==> src/rtl/nonce_result_buffer.sv <==
// Gathers golden nonces from the hashing cores through one-entry holding registers,
// arbitrates them round-robin into a show-ahead FIFO, and backpressures cores when full.
module nonce_result_buffer #(
  parameter int NUM_CORES = 10,
  parameter int DEPTH     = 16,
  parameter int NONCE_W   = 32,
  parameter int CORE_W    = $clog2(NUM_CORES)
) (
  input  logic                         clk,
  input  logic                         rst_n,
  input  logic                         flush,
  input  logic [NUM_CORES-1:0]         hit_valid,
  input  logic [NUM_CORES*NONCE_W-1:0] hit_nonce,
  output logic [NUM_CORES-1:0]         hit_ready,
  output logic                         rd_valid,
  output logic [NONCE_W-1:0]           rd_nonce,
  output logic [CORE_W-1:0]            rd_core,
  input  logic                         rd_ready,
  output logic [$clog2(DEPTH+1)-1:0]   fill_count
);

  localparam int AW    = $clog2(DEPTH);
  localparam int CNT_W = $clog2(DEPTH+1);

  logic [NUM_CORES-1:0] held_q, held_d;
  logic [NONCE_W-1:0]   held_nonce_q [NUM_CORES];
  logic [CORE_W-1:0]    rr_q, rr_d;
  logic [AW-1:0]        wptr_q, wptr_d, rptr_q, rptr_d;
  logic [CNT_W-1:0]     count_q, count_d;
  logic [NONCE_W-1:0]   mem_nonce_q [DEPTH];
  logic [CORE_W-1:0]    mem_core_q  [DEPTH];

  logic [NUM_CORES-1:0] cap_s;
  logic                 full_s, empty_s, gnt_vld_s, push_s, pop_s;
  logic [CORE_W-1:0]    gnt_idx_s;
  logic [CORE_W:0]      scan_idx_s;

  assign full_s  = (count_q == CNT_W'(DEPTH));
  assign empty_s = (count_q == {CNT_W{1'b0}});
  assign cap_s   = hit_valid & ~held_q & {NUM_CORES{~flush}};
  assign push_s  = gnt_vld_s & ~flush;
  assign pop_s   = ~empty_s & rd_ready & ~flush;

  // Round-robin search for the first held core starting at rr, gated by FIFO room.
  always_comb begin
    gnt_vld_s  = 1'b0;
    gnt_idx_s  = {CORE_W{1'b0}};
    scan_idx_s = {(CORE_W+1){1'b0}};
    for (int k = 0; k < NUM_CORES; k++) begin
      scan_idx_s = {1'b0, rr_q} + (CORE_W+1)'(k);
      if (scan_idx_s >= (CORE_W+1)'(NUM_CORES)) begin
        scan_idx_s = scan_idx_s - (CORE_W+1)'(NUM_CORES);
      end else begin
        scan_idx_s = scan_idx_s;
      end
      if (!gnt_vld_s && !full_s && held_q[scan_idx_s[CORE_W-1:0]]) begin
        gnt_vld_s = 1'b1;
        gnt_idx_s = scan_idx_s[CORE_W-1:0];
      end else begin
        gnt_vld_s = gnt_vld_s;
      end
    end
  end

  // Next-state for holding flags, arbiter pointer and FIFO pointers/occupancy.
  always_comb begin
    held_d  = held_q;
    rr_d    = rr_q;
    wptr_d  = wptr_q;
    rptr_d  = rptr_q;
    count_d = count_q;
    if (flush) begin
      held_d  = {NUM_CORES{1'b0}};
      rr_d    = {CORE_W{1'b0}};
      wptr_d  = {AW{1'b0}};
      rptr_d  = {AW{1'b0}};
      count_d = {CNT_W{1'b0}};
    end else begin
      held_d = held_q | cap_s;
      if (push_s) begin
        held_d[gnt_idx_s] = 1'b0;
        rr_d   = (gnt_idx_s == CORE_W'(NUM_CORES-1)) ? {CORE_W{1'b0}} : gnt_idx_s + CORE_W'(1);
        wptr_d = wptr_q + AW'(1);
      end else begin
        rr_d   = rr_q;
      end
      if (pop_s) begin
        rptr_d = rptr_q + AW'(1);
      end else begin
        rptr_d = rptr_q;
      end
      case ({push_s, pop_s})
        2'b10:   count_d = count_q + CNT_W'(1);
        2'b01:   count_d = count_q - CNT_W'(1);
        default: count_d = count_q;
      endcase
    end
  end

  // Control state registers; reset matches the flush state.
  always_ff @(posedge clk or negedge rst_n) begin
    if (!rst_n) begin
      held_q  <= {NUM_CORES{1'b0}};
      rr_q    <= {CORE_W{1'b0}};
      wptr_q  <= {AW{1'b0}};
      rptr_q  <= {AW{1'b0}};
      count_q <= {CNT_W{1'b0}};
    end else begin
      held_q  <= held_d;
      rr_q    <= rr_d;
      wptr_q  <= wptr_d;
      rptr_q  <= rptr_d;
      count_q <= count_d;
    end
  end

  // Nonce payload storage; only ever observed while its valid flag is set.
  always_ff @(posedge clk) begin
    for (int i = 0; i < NUM_CORES; i++) begin
      if (cap_s[i]) begin
        held_nonce_q[i] <= hit_nonce[i*NONCE_W +: NONCE_W];
      end
    end
    if (push_s) begin
      mem_nonce_q[wptr_q] <= held_nonce_q[gnt_idx_s];
      mem_core_q[wptr_q]  <= gnt_idx_s;
    end
  end

  assign hit_ready  = ~held_q;
  assign rd_valid   = ~empty_s;
  assign rd_nonce   = empty_s ? {NONCE_W{1'b0}} : mem_nonce_q[rptr_q];
  assign rd_core    = empty_s ? {CORE_W{1'b0}}  : mem_core_q[rptr_q];
  assign fill_count = count_q;

endmodule

==> config.mk <==
export PLATFORM = sky130hd
export DESIGN_NAME = nonce_result_buffer
export DESIGN_NICKNAME = d
export VERILOG_FILES = /design/src/rtl/nonce_result_buffer.sv
export SDC_FILE = /design/constraint.sdc
export NUM_CORES = 1
export LEC_CHECK = 0
export ABC_CLOCK_PERIOD_IN_PS = 6900
export CORE_ASPECT_RATIO = 0.8
export CORE_UTILIZATION = 52
export DETAILED_ROUTE_END_ITERATION = 7
export PLACE_DENSITY = 0.77
export SETUP_SLACK_MARGIN = 0.2
export SYNTH_ARGS = -nofsm -noshare
export SYNTH_HDL_FRONTEND = slang
export SYNTH_SLANG_ARGS = --single-unit
==> constraint.sdc <==
create_clock -name clk -period 6.9 [get_ports clk]
set_input_delay 1.38 -clock clk [delete_from_list [all_inputs] [get_ports clk]]
set_output_delay 1.38 -clock clk [all_outputs]
set_load 0.05 [all_outputs]
### After elaboration in Yosys (flattened, before gate mapping)

Memory sizes are Yosys's and may differ from the RTL's.
Cells that the tools add are included.

| operators by class | value |
|---|---|
| add/sub/neg operators | 24 |
| order comparisons | 22 |
| equality and inequality tests | 4 |
| mux-type cells | 87 |
| bitwise logic cells | 11 |
| reduce and logical (&&, ||, !) cells | 34 |

Operator list:

| operator | count |
|---|---|
| 4-bit 2-to-1 mux | 28 |
| 4-bit by 5-bit less-than comparator with 1-bit output (second input constant) | 11 |
| 5-bit by 4-bit >= comparator with 1-bit output (second input constant) | 9 |
| 1-bit 2-to-1 mux | 43 |
| 1-bit binary-select mux with 4-bit select | 10 |
| 4-bit subtractor (second input constant) | 10 |
| 32-bit 2-to-1 mux | 1 |
| 10-bit bitwise AND | 3 |
| 4-bit by 3-bit adder with 5-bit output (second input constant) | 4 |
| 1-bit logical AND | 20 |
| 10-bit 2-to-1 mux | 2 |
| 10-bit inverter | 2 |
| 4-bit by 1-bit adder with 4-bit output (second input constant) | 3 |
| 4-bit by 2-bit adder with 5-bit output (second input constant) | 2 |
| 4-bit by 4-bit adder with 5-bit output (second input constant) | 2 |
| 1-bit logical NOT | 10 |
| 10-bit bitwise OR | 1 |
| 5-bit case mux with 2 select lines | 1 |
| 4-bit by 1-bit adder with 5-bit output (second input constant) | 1 |
| 5-bit by 1-bit adder with 5-bit output (second input constant) | 1 |
| 5-bit == test (second input constant) | 1 |
| 5-bit logical NOT | 1 |
| 5-bit 2-to-1 mux | 1 |
| 5-bit by 1-bit subtractor with 5-bit output (second input constant) | 1 |
| other kinds (10) | 14 |

| word-level totals | value |
|---|---|
| register bits after elaboration | 27 |
| bits in writable memories | 896 |
| bits of input ports | 334 |
| output and inout port bits | 52 |
| logic and storage cells | 190 |
| memories kept | 3 |

Memories:

| memory | words | width | rd ports | clocked after Yosys merged registers in | write ports | RTL line | source |
|---|---|---|---|---|---|---|---|
| mem_nonce_q | 16 | 32 | 1 | 0 | 1 | 30 | `logic [NONCE_W-1:0] mem_nonce_q [DEPTH];` |
| held_nonce_q | 10 | 32 | 1 | 0 | 10 | 26 | `logic [NONCE_W-1:0] held_nonce_q [NUM_CORES];` |
| mem_core_q | 16 | 4 | 1 | 0 | 1 | 31 | `logic [CORE_W-1:0] mem_core_q [DEPTH];` |

### Depth between registers and ports, before layout

| depth | value |
|---|---|
| depth after elaboration | 50 |
| mapped depth | 25 |
| depth with buffers taken out | 20 |

### Worst setup path after synthesis

No wires, ideal clock.

| timing | value |
|---|---|
| kind | reg2reg |
| from | reg rr_q[0] |
| to | mem mem_core_q[0][0] in the netlist's numbering, enable pin |
| setup time | 0.474 ns |
| arrival time | 6.937 ns |
| required time | 6.426 ns |
| setup slack | -0.511 ns |
| stages on the path, launching flop included | 20 |
| path buffers | 6 |
| period minus slack after synthesis | 7.411 ns |
| cells stage by stage | dfrtp_1 buf_6 buf_4 buf_2 buf_2 inv_1 ha_1 clkbuf_1 clkinv_1 ha_1 clkbuf_1 mux4_2 o31ai_1 a21boi_1 nor4b_4 or3_1 nor3_2 a21oi_1 nand2_1 nor3_1 |

| on the way | value |
|---|---|
| longest elaborated chain between the ends | 45 |
| elaborated cells between the ends (all ways) | 100 |
| those cells by class | add/sub: 19; order compare: 10; mux: 42; bitwise: 1; reduce/logical: 28 |

RTL lines:

| what | RTL line | source |
|---|---|---|
| start: declaration | 27 | `logic [CORE_W-1:0] rr_q, rr_d;` |
| start signal: assignment | 104 | `rr_q <= {CORE_W{1'b0}};` |
| start signal: assignment | 110 | `rr_q <= rr_d;` |
| branches (longest 41 deep; another with 4-bit by 1-bit adder with 5-bit output) | -- |  |
| 1-bit 2-to-1 mux * | 56 | `if (!gnt_vld_s && !full_s && held_q[scan_idx_s[CORE_W-1:0]]) begin` |
| 1-bit bitwise AND * | 41 | `assign push_s = gnt_vld_s & ~flush;` |
| 1-bit 2-to-1 mux * | 124 | `if (push_s) begin` |
| 1-bit 2-to-1 mux (implied by the code) * | 126 | `mem_core_q[wptr_q] <= gnt_idx_s;` |
| end: declaration | 31 |  |

Every way passes the cells marked *. The select of a mux whose other input is x is not followed.

### Worst setup path after layout

| timing | value |
|---|---|
| from | reg rr_q[1] |
| to | mem mem_nonce_q[5][25], data pin |

| on the way | value |
|---|---|
| longest elaborated chain between the ends | 43 |
| elaborated cells between the ends (all ways) | 107 |
| those cells by class | add/sub: 19; order compare: 10; mux: 49; reduce/logical: 28; memory: 1 |

RTL lines:

| what | RTL line | source |
|---|---|---|
| branches (longest 41 deep; another with 4-bit by 1-bit adder with 5-bit output) | -- |  |
| 4-bit 2-to-1 mux * | 56 |  |
| named net gnt_idx_s[1] | 35 | `logic [CORE_W-1:0] gnt_idx_s;` |
| memory 10 x 32 bit * | -- |  |
| end: declaration | 30 |  |

Mark *: on every way through the listed nets, which the timed path passes. The select of a mux whose other input is x is not followed.

==> run metrics <==
outcome finished, final reports clean; FP Rows 89; final wirelength 113,000 um; synth top area cells edfxtp_1 (69%), mux2i_1 (6.3%), mux4_2 (4.2%); reg2reg path depth 18; routed len/inst 28.8 um; post-synth net total 2,751; final period utilization 93.3%; CTS clk-pin slew, worst paths 0.07 ns; Bufs on Longest Clock Path 3; Die Ht 248 um; Synth Area per Inst 16.4 um^2; via/cell ratio 6.27; unrepaired setup endpoints after global routing false; mapped cell area 0.0392 mm^2; largest net degree at the start of global routing 61; Post-DP HPWL 74,400 um; die width 309 um; I/O Pins 386; CP Capture Type flop; first-pass GRT wire length 164,000 um; area grow syn2layout 21.8%; Vias 24,700; min-delay src fill_count[4]; post-CTS sizing 0; drt pass-1 iters 6; normalized max-slew margin 14.4%; FF-to-FF End mem_nonce_q[5][25]; Final setup viols 0; synth unique cells 104; worst-skew pair later-pin latency 0.66 ns; CP Data Arrival Time 6.70 ns; drt drc 0; CP Max Fanout 21; WHS Path Cells 2; sequential area share after synthesis 70.3%; r2r setup slk 0.46 ns; All-Layer GR Usage 29.8%; Nets 3,209; Crit Path Category flop to flop; DRT iter0 DRCs 2,812; EDFF count, synth 896; WHS Endpoint fill_count[4]; worst r2r src rr_q[1]; commonest register cell after synthesis edfxtp_1; Yosys reg bits 923; number of buffers created by CTS 85; DRT antenna net count 0; Post-Syn Instances 2,388; TNS Setup 0 ns; root buffer cell clkbuf_16; top-area cell type share of the netlist area 68.6%; Hold Violations, Final 0; number of global-route vias before repair 24,500; die area 0.0765 mm^2; area leader, netlist edfxtp_1; fin crit period 6.44 ns; Hold Path Class flop to flop; Max Slew Vio Count 0; H-Tree Depth 3; slew at the pin closest to its max-slew limit 1.28 ns; global route overflow 0; CP Data Required Time 7.16 ns; CTS tree yes; CORE AREA 0.0742 mm^2; CTS Hold Buffers Added 0; Initial Util 52.9%; Max Cap Violations 0; Fmax 0.155 GHz; # port buffers 385; Post-Route Skew 0.0264 ns; share of cells above drive strength 1 15.7%; Post-CTS Setup Repair Bufs 0; global placement routability congestion 0.963; Setup crit start kind flop; initial antenna violation count 19; synth cell count leaders edfxtp_1 (896), mux2i_1 (247), nor2_1 (176); top-count cell post-synth edfxtp_1; post-synthesis async set-or-reset flop share 2.93%; Clock Sinks 923; YS warnings 0
## worst max-delay path: stages (launching register included)
cell and delay (ns):
dfrtp_1 0.42, clkinv_1 0.14, ha_1 0.53, clkinv_1 0.39
ha_1 0.43, inv_1 0.12, a21oi_1 0.05, a21oi_1 0.42
a21boi_1 0.48, nor4b_4 0.16, or3_1 0.47, or3_1 0.36
a31oi_1 0.27, nor2_4 0.15, inv_2 0.34, nand2_4 0.26
buf_4 0.28, o22a_1 0.21, o211ai_1 0.55
## cells by family (layout without fill, tap and decap cells)
| group | after synthesis | in the layout | share of synthesized area (%) |
|---|---|---|---|
| buf+inv | 167 | 696 | 1.92 |
| other cells | 0 | 16 | 0 |
| mux | 410 | 410 | 13.1 |
| simple gates | 403 | 403 | 5.03 |
| fa+ha+maj | 29 | 29 | 0.944 |
| xor+xnor | 28 | 28 | 0.644 |
| compound gates | 428 | 428 | 8.00 |
| flops | 923 | 923 | 70.3 |
## worst max-delay path by stage
stage               startpoint             endpoint  slack, ns
floorplan              rr_q[0]     mem_core_q[1][0]      -0.51
global placement       rr_q[0]   mem_nonce_q[12][6]       0.60
detailed placement     rr_q[1]    mem_nonce_q[1][6]       0.45
CTS                    rr_q[1]    mem_nonce_q[9][6]       0.45
global route           rr_q[1]  mem_nonce_q[11][25]       0.22
finish                 rr_q[1]   mem_nonce_q[5][25]       0.46
## final cells by class
class,count,area (um^2)
well taps,1001,1250
diodes,16,40.0
repair buffers,502,4860
fillers,5053,26400
multi-input cells,1298,11100
clock buffers,110,2280
inverters,36,135
flip-flops and latches,923,27600
clock inverters,48,518
## per-stage QoR
stage                     hold WS (ns)  std cells  util (%)  worst slack (ns)  cell area [um^2]
after floorplan                  0.580       2388         -            -0.510             39200
after global routing             0.662       3933      64.4             0.215             47800
final                            0.628       3934      64.4             0.460             47800
after global placement           0.592       3753      60.5             0.597             44900
after CTS                        0.631       3911      64.3             0.451             47700
after detailed placement         0.622       3753      60.5             0.451             44900
## metal layers
metal | GRT usage, % | vias up | part of all wire, %
met2 | 48.0 | 1441 | 48
met5 | 0 | - | 0.020
met3 | 4.86 | 252 | 9.4
met4 | 10.2 | 4 | 3.2
met1 | 41.6 | 12500 | 40
li1 | - | 10500 | -
## flip-flops by register name, summed over array words and instances (netlist names)
| signal | cells |
|---|---|
| held_nonce_q | 320 |
| rr_q | 4 |
| mem_core_q | 64 |
| fill_count | 5 |
| rptr_q | 4 |
| wptr_q | 4 |
| held_q | 10 |
| mem_nonce_q | 512 |
## cell usage in the layout (no fill, tap or decap), types with 8 or more instances in the layout
master / n
edfxtp_1: 896
clkdlybuf4s50_1: 384
mux2i_1: 247
nor2_1: 164
buf_4: 106
o21ai_0: 91
clkbuf_16: 88
nand2_1: 82
mux2_2: 76
mux4_2: 74
a211oi_1: 57
a22oi_1: 43
o221ai_1: 40
o211ai_1: 39
a21oi_1: 34
inv_1: 31
o22a_1: 28
ha_1: 28
clkinv_1: 25
dfrtp_1: 23
clkbuf_1: 22
nand3_1: 21
xnor2_1: 19
diode_2: 16
nor2_4: 14
nand2b_1: 12
clkinv_2: 12
nor3b_2: 11
buf_12: 11
or3_1: 10
nor3_1: 10
mux2_1: 10
nor2b_1: 9
bufinv_16: 9
and2_1: 8
a211o_1: 8
xor2_1: 8
Power is left out: the tool's default activity adds up to more than one toggle a clock period on the data nets, which glitch-free logic cannot reach.
